$ cat config.mk
export PLATFORM = sky130hd
export DESIGN_NAME = data_mem_arbiter_flat
export DESIGN_NICKNAME = d
export VERILOG_FILES = /design/src/rtl/data_mem_arbiter_if.sv /design/src/rtl/data_mem_arbiter.sv /design/src/flat_wrapper.sv
export SDC_FILE = /design/constraint.sdc
export NUM_CORES = 1
export LEC_CHECK = 0
export ABC_AREA = 1
export CAP_MARGIN = 15
export CORE_ASPECT_RATIO = 0.6
export CORE_MARGIN = 2
export CORE_UTILIZATION = 24
export CTS_CLUSTER_SIZE = 16
export DETAILED_ROUTE_END_ITERATION = 10
export PLACE_DENSITY = 0.58
export RECOVER_POWER = 100
export SETUP_SLACK_MARGIN = 0.02
export SYNTH_ARGS = -nofsm -noshare
export SYNTH_HDL_FRONTEND = slang
export SYNTH_SLANG_ARGS = --single-unit
$ cat constraint.sdc
create_clock -name clk -period 1.69 [get_ports clk]
set_input_delay 0.338 -clock clk [delete_from_list [all_inputs] [get_ports clk]]
set_output_delay 0.338 -clock clk [all_outputs]
set_load 0.01 [all_outputs]
$ cat src/rtl/data_mem_arbiter_if.sv
// Requester-side bus of the data memory arbiter: CPU core (port A) and
// debug/program-loader (port B) request, grant and completion signals.
interface data_mem_arbiter_if;
  logic        a_req;
  logic        a_we;
  logic [15:0] a_addr;
  logic [15:0] a_wdata;
  logic        a_gnt;
  logic        a_done;
  logic [15:0] a_rdata;
  logic        a_err;

  logic        b_req;
  logic        b_we;
  logic [15:0] b_addr;
  logic [15:0] b_wdata;
  logic        b_gnt;
  logic        b_done;
  logic [15:0] b_rdata;
  logic        b_err;
  logic        b_lock;

  modport master (
    output a_req, a_we, a_addr, a_wdata,
    input  a_gnt, a_done, a_rdata, a_err,
    output b_req, b_we, b_addr, b_wdata, b_lock,
    input  b_gnt, b_done, b_rdata, b_err
  );

  modport slave (
    input  a_req, a_we, a_addr, a_wdata,
    output a_gnt, a_done, a_rdata, a_err,
    input  b_req, b_we, b_addr, b_wdata, b_lock,
    output b_gnt, b_done, b_rdata, b_err
  );
endinterface

$ cat src/rtl/data_mem_arbiter.sv
// Two-port arbiter/sequencer in front of the single-port data memory wrapper,
// with starvation protection and a burst lock for port B.
module data_mem_arbiter #(
  parameter int unsigned MAX_WAIT   = 4,
  parameter logic [15:0] ADDR_LIMIT = 16'h0200
) (
  input  logic              clk,
  input  logic              rst_n,
  data_mem_arbiter_if.slave bus,
  output logic [15:0]       mem_addr,
  output logic [15:0]       mem_data,
  output logic              mem_we,
  input  logic [15:0]       mem_q
);

  typedef enum logic {ARB, LOCK_B} state_t;
  typedef enum logic {PORT_A, PORT_B} port_t;

  localparam logic [3:0] WAIT_LIMIT = 4'(MAX_WAIT);

  state_t      state;
  logic [3:0]  wait_cnt;

  logic        iss_valid;
  port_t       iss_port;
  logic        iss_we;
  logic        iss_err;

  logic        a_gnt;
  logic        b_gnt;
  logic        gnt_any;
  port_t       gnt_port;
  logic        gnt_we;
  logic [15:0] gnt_addr;
  logic [15:0] gnt_wdata;
  logic        gnt_err;
  logic [15:0] ret_data;

  logic        a_done_q;
  logic        b_done_q;
  logic        a_err_q;
  logic        b_err_q;
  logic [15:0] a_rdata_q;
  logic [15:0] b_rdata_q;

  // Grants are forced low while reset is asserted so no request leaks through.
  always_comb begin
    a_gnt = 1'b0;
    b_gnt = 1'b0;
    if (rst_n) begin
      if (state == LOCK_B) begin
        b_gnt = bus.b_req;
      end else if (bus.a_req && !(bus.b_req && (wait_cnt >= WAIT_LIMIT))) begin
        a_gnt = 1'b1;
      end else begin
        b_gnt = bus.b_req;
      end
    end
  end

  always_comb begin
    gnt_any   = a_gnt | b_gnt;
    gnt_port  = PORT_A;
    gnt_we    = bus.a_we;
    gnt_addr  = bus.a_addr;
    gnt_wdata = bus.a_wdata;
    if (b_gnt) begin
      gnt_port  = PORT_B;
      gnt_we    = bus.b_we;
      gnt_addr  = bus.b_addr;
      gnt_wdata = bus.b_wdata;
    end
    gnt_err = (gnt_addr >= ADDR_LIMIT);
  end

  assign ret_data = (iss_valid && !iss_we && !iss_err) ? mem_q : '0;

  always_ff @(posedge clk) begin
    if (!rst_n) begin
      state     <= ARB;
      wait_cnt  <= '0;
      iss_valid <= 1'b0;
      iss_port  <= PORT_A;
      iss_we    <= 1'b0;
      iss_err   <= 1'b0;
      mem_addr  <= '0;
      mem_data  <= '0;
      mem_we    <= 1'b0;
      a_done_q  <= 1'b0;
      b_done_q  <= 1'b0;
      a_err_q   <= 1'b0;
      b_err_q   <= 1'b0;
      a_rdata_q <= '0;
      b_rdata_q <= '0;
    end else begin
      case (state)
        ARB:    if (b_gnt && bus.b_lock) state <= LOCK_B;
        LOCK_B: if (!bus.b_lock)         state <= ARB;
        default:                         state <= ARB;
      endcase

      if (!bus.b_req || b_gnt) begin
        wait_cnt <= '0;
      end else if (wait_cnt != '1) begin
        wait_cnt <= wait_cnt + 4'd1;
      end

      // Issue stage: address/data hold their last value when idle.
      iss_valid <= gnt_any;
      if (gnt_any) begin
        iss_port <= gnt_port;
        iss_we   <= gnt_we;
        iss_err  <= gnt_err;
        mem_addr <= gnt_addr;
        mem_data <= gnt_wdata;
        mem_we   <= gnt_we & ~gnt_err;
      end else begin
        mem_we   <= 1'b0;
      end

      // Completion stage: one pulse to the port that owned the issue slot.
      a_done_q  <= iss_valid && (iss_port == PORT_A);
      b_done_q  <= iss_valid && (iss_port == PORT_B);
      a_err_q   <= iss_valid && (iss_port == PORT_A) && iss_err;
      b_err_q   <= iss_valid && (iss_port == PORT_B) && iss_err;
      a_rdata_q <= (iss_port == PORT_A) ? ret_data : '0;
      b_rdata_q <= (iss_port == PORT_B) ? ret_data : '0;
    end
  end

  assign bus.a_gnt   = a_gnt;
  assign bus.b_gnt   = b_gnt;
  assign bus.a_done  = a_done_q;
  assign bus.b_done  = b_done_q;
  assign bus.a_err   = a_err_q;
  assign bus.b_err   = b_err_q;
  assign bus.a_rdata = a_rdata_q;
  assign bus.b_rdata = b_rdata_q;

endmodule

$ cat src/flat_wrapper.sv
// flat-port wrapper written by rule: the top's interface ports become plain ports
module data_mem_arbiter_flat 
#(
  parameter int unsigned MAX_WAIT   = 4,
  parameter logic [15:0] ADDR_LIMIT = 16'h0200
)
  (clk, rst_n, mem_addr, mem_data, mem_we, mem_q, bus_a_req, bus_a_we, bus_a_addr, bus_a_wdata, bus_a_gnt, bus_a_done, bus_a_rdata, bus_a_err, bus_b_req, bus_b_we, bus_b_addr, bus_b_wdata, bus_b_lock, bus_b_gnt, bus_b_done, bus_b_rdata, bus_b_err);
  data_mem_arbiter_if bus_i ();
  input  logic clk;
  input  logic rst_n;
  output logic [15:0] mem_addr;
  output logic [15:0] mem_data;
  output logic mem_we;
  input  logic [15:0] mem_q;
  input wire logic [$bits(bus_i.a_req)-1:0] bus_a_req;
  input wire logic [$bits(bus_i.a_we)-1:0] bus_a_we;
  input wire logic [$bits(bus_i.a_addr)-1:0] bus_a_addr;
  input wire logic [$bits(bus_i.a_wdata)-1:0] bus_a_wdata;
  output wire logic [$bits(bus_i.a_gnt)-1:0] bus_a_gnt;
  output wire logic [$bits(bus_i.a_done)-1:0] bus_a_done;
  output wire logic [$bits(bus_i.a_rdata)-1:0] bus_a_rdata;
  output wire logic [$bits(bus_i.a_err)-1:0] bus_a_err;
  input wire logic [$bits(bus_i.b_req)-1:0] bus_b_req;
  input wire logic [$bits(bus_i.b_we)-1:0] bus_b_we;
  input wire logic [$bits(bus_i.b_addr)-1:0] bus_b_addr;
  input wire logic [$bits(bus_i.b_wdata)-1:0] bus_b_wdata;
  input wire logic [$bits(bus_i.b_lock)-1:0] bus_b_lock;
  output wire logic [$bits(bus_i.b_gnt)-1:0] bus_b_gnt;
  output wire logic [$bits(bus_i.b_done)-1:0] bus_b_done;
  output wire logic [$bits(bus_i.b_rdata)-1:0] bus_b_rdata;
  output wire logic [$bits(bus_i.b_err)-1:0] bus_b_err;
  assign bus_i.a_req = bus_a_req;
  assign bus_i.a_we = bus_a_we;
  assign bus_i.a_addr = bus_a_addr;
  assign bus_i.a_wdata = bus_a_wdata;
  assign bus_a_gnt = bus_i.a_gnt;
  assign bus_a_done = bus_i.a_done;
  assign bus_a_rdata = bus_i.a_rdata;
  assign bus_a_err = bus_i.a_err;
  assign bus_i.b_req = bus_b_req;
  assign bus_i.b_we = bus_b_we;
  assign bus_i.b_addr = bus_b_addr;
  assign bus_i.b_wdata = bus_b_wdata;
  assign bus_i.b_lock = bus_b_lock;
  assign bus_b_gnt = bus_i.b_gnt;
  assign bus_b_done = bus_i.b_done;
  assign bus_b_rdata = bus_i.b_rdata;
  assign bus_b_err = bus_i.b_err;
  data_mem_arbiter #(.MAX_WAIT(MAX_WAIT), .ADDR_LIMIT(ADDR_LIMIT)) u_core (.clk(clk), .rst_n(rst_n), .bus(bus_i), .mem_addr(mem_addr), .mem_data(mem_data), .mem_we(mem_we), .mem_q(mem_q));
endmodule
==> flow_metrics.env <==
export IMPL_place_gp_congestion=0.778
export IMPL_rsz0062_at_grt="false"
export IMPL_clock_latency_ns=0.34
export IMPL_use_met1=0.204
export IMPL_period_needed_ns=1.63
export IMPL_slew_headroom=0.575
export IMPL_cts_root_buf="clkbuf_16"
export IMPL_yosysSeqAreaShare=0.514
export IMPL_critPathArrivalTime_ns=1.29
export IMPL_hold_viol=0
export IMPL_synth_area_per_cell_um2=8.03
export IMPL_cp_cell_sequence="o21ai_4 > nand2_4 > buf_4 > nor2_2 > clkbuf_2"
export IMPL_met3_usage=0.0593
export IMPL_firstDrtPassIters=4
export IMPL_peakVddDrop_uv=420
export IMPL_required_ns=1.35
export IMPL_drive_above_1_share=0.139
export IMPL_ios=158
export IMPL_tightest_slew_ns=0.637
export IMPL_area_growth_pct=80.3
export IMPL_cts_clk_slew_worst_paths_ns=0.07
export IMPL_path_class="reg -> out"
export IMPL_drt_wl_total_um=9970
export IMPL_busiest_layer="met2"
export IMPL_viasPerCell=4.12
export IMPL_post_dp_hpwl_um=7230
export IMPL_wire_per_inst_um=13.6
export IMPL_via_count=3021
export IMPL_outcome="finished clean"
export IMPL_ys_types=27
export IMPL_numPlacedInstances=703
export IMPL_leakage_nw=2.58
export IMPL_antenna_found_initial=0
export IMPL_pre_cts_slack_ns=-0.462
export IMPL_htreeDepth=3
export IMPL_endpoint_kind="output port"
export IMPL_fp_dieH_um=91.1
export IMPL_die_area_um2=13600
export IMPL_diodes=0
export IMPL_use_met2=0.229
export IMPL_die_x_um=149
export IMPL_drt_initial_drc_count=79
export IMPL_cts_tree="done"
export IMPL_finalSetupViolCount=0
export IMPL_ys_flop_type="dfxtp_1"
export IMPL_overflow=0
export IMPL_path_max_fanout=3
export IMPL_layout_nets=651
export IMPL_clock_fmax_ghz=0.613
export IMPL_syn_inst=378
export IMPL_grt_total_usage=0.151
export IMPL_critical_path_buf_inv_count=2
export IMPL_skew_ns=0.00400
export IMPL_synth_edf_count=0
export IMPL_portBuffers=157
export IMPL_start_util=0.249
export IMPL_final_antenna_net_count=0
export IMPL_final_cells=733
export IMPL_yosysWarnings=0
export IMPL_clock_path_buffers=2
export IMPL_hold_path_class="reg -> reg"
export IMPL_syn_nets=466
export IMPL_cts_sinks=78
export IMPL_core_area_um2=12200
export IMPL_startpoint_type="flop"
export IMPL_maxCapViolations=0
export IMPL_final_common_cell="clkdlybuf4s50_1"
export IMPL_postCtsHoldBufs=0
export IMPL_rows=31
export IMPL_cts_made_buffers=9
export IMPL_fin_crit_sh=0.966
export IMPL_setup_ws_ns=0.0580
export IMPL_post_route_drc_count=0
export IMPL_power_density_nw_per_um2=889
export IMPL_tns_ns=0
export IMPL_worst_path_largest_cell_delay_ns=0.34
export IMPL_ys_seq_elements=78
export IMPL_cp_slowest_cell="dfxtp_2"
export IMPL_slew_violations=0
export IMPL_grt_pass1_vias=3000
export IMPL_synthArstFlopShare=0
export IMPL_mostFrequentLayoutCells="clkdlybuf4s50_1 (107), nand2_1 (77), dfxtp_1 (76), inv_1 (62), dlygate4sd3_1 (45)"
export IMPL_path_delay_family="flip-flops"
export IMPL_grt_pass1_wl_um=15800
export IMPL_grt_max_degree=33
export IMPL_syn_cell_area_um2=3040
[cell usage after synthesis, types with 2 or more instances]
cell type / instances / area share
nor2_1: 12 / 0.015
inv_2: 4 / 0.0049
buf_2: 5 / 0.0082
nand2_4: 2 / 0.0074
a21oi_1: 5 / 0.0082
o211ai_1: 31 / 0.077
nor3_1: 34 / 0.056
dfxtp_1: 78 / 0.51
o21ai_0: 2 / 0.0033
nand3_1: 29 / 0.048
buf_6: 6 / 0.022
xnor2_1: 2 / 0.0058
buf_4: 5 / 0.012
nand3b_1: 4 / 0.0099
clkbuf_1: 6 / 0.0074
o21ai_2: 2 / 0.0058
inv_1: 60 / 0.074
nand2_1: 81 / 0.10
nor2_2: 2 / 0.0041
[where the power goes]
group	switching [mW]	internal [mW]	total, mW
clock network	0.873	1.03	1.91
logic	0.414	0.554	0.969
registers	0.0493	1.94	1.99
total	1.34	3.53	4.87
[flip-flops by register name, indices dropped and copies added, names as in the netlist]
register	count
u_core.bus.a_rdata	16
u_core.iss_we	1
u_core.state	1
u_core.mem_data	16
u_core.bus.b_err	1
u_core.bus.a_done	1
u_core.bus.b_done	1
u_core.iss_port	1
u_core.wait_cnt	4
u_core.bus.b_rdata	16
u_core.mem_we	1
u_core.mem_addr	16
u_core.iss_err	1
u_core.bus.a_err	1
u_core.iss_valid	1
[per-stage QoR]
| step | power, mW | area, µm² | util | hold slack (ns) |
|---|---|---|---|---|
| after global routing | 5.08 | 5470 | 0.448 | 0.519 |
| after global placement | 2.89 | 4890 | 0.400 | 0.455 |
| after CTS | 4.95 | 5470 | 0.448 | 0.476 |
| after floorplan | 2.39 | 3040 | - | 0.444 |
| final | 4.87 | 5470 | 0.448 | 0.490 |
| after detailed placement | 2.90 | 4890 | 0.400 | 0.466 |
[cell type report]
type | instances | area, µm²
Inverter | 65 | 249
Fill cell | 1210 | 6740
Clock inverter | 7 | 65.1
Tap cell | 165 | 206
Sequential cell | 78 | 1560
Multi-Input combinational cell | 212 | 1120
Clock buffer | 9 | 225
Timing Repair Buffer | 197 | 2040
[final timing paths]
path | from | endpoint | slack, ns | cells after the start
hold reg to reg | u_core.iss_we | u_core.iss_we | 0.49 | 2
setup / recovery | u_core.wait_cnt[2] | bus_a_gnt | 0.06 | 5
setup reg to reg | u_core.wait_cnt[2] | u_core.mem_data[2] | 0.08 | 9
hold / removal | u_core.iss_we | u_core.iss_we | 0.49 | 2
[worst min-delay path, cell delays in order, from the launching register on]
cell	delay (ns)
dfxtp_1	0.32
nand2_1	0.06
a21oi_1	0.06
[repair_timing]
item                       in CTS  in global routing
pin swaps                       5                  4
cloned                          5                  0
buffers inserted                9                  3
setup endpoints to repair      32                 27
gates resized for setup        26                 16
[kinds of logic (layout without fill, tap and decap cells)]
family,count (synthesis),in the layout,synth area share
simple gates,167,167,0.246
xor+xnor,2,2,0.00577
buf+inv,88,278,0.133
fa+ha+maj,1,1,0.00412
flops,78,78,0.514
compound gates,41,41,0.0956
other cells,1,1,0.00123
[layer usage]
| layer | part of all wire | wire length (µm) |
|---|---|---|
| met5 | 0 | 0 |
| met4 | 0.0078 | 78 |
| met3 | 0.074 | 740 |
| met2 | 0.43 | 4260 |
| met1 | 0.49 | 4900 |
No activity file was read; power rests on OpenSTA's default activity.
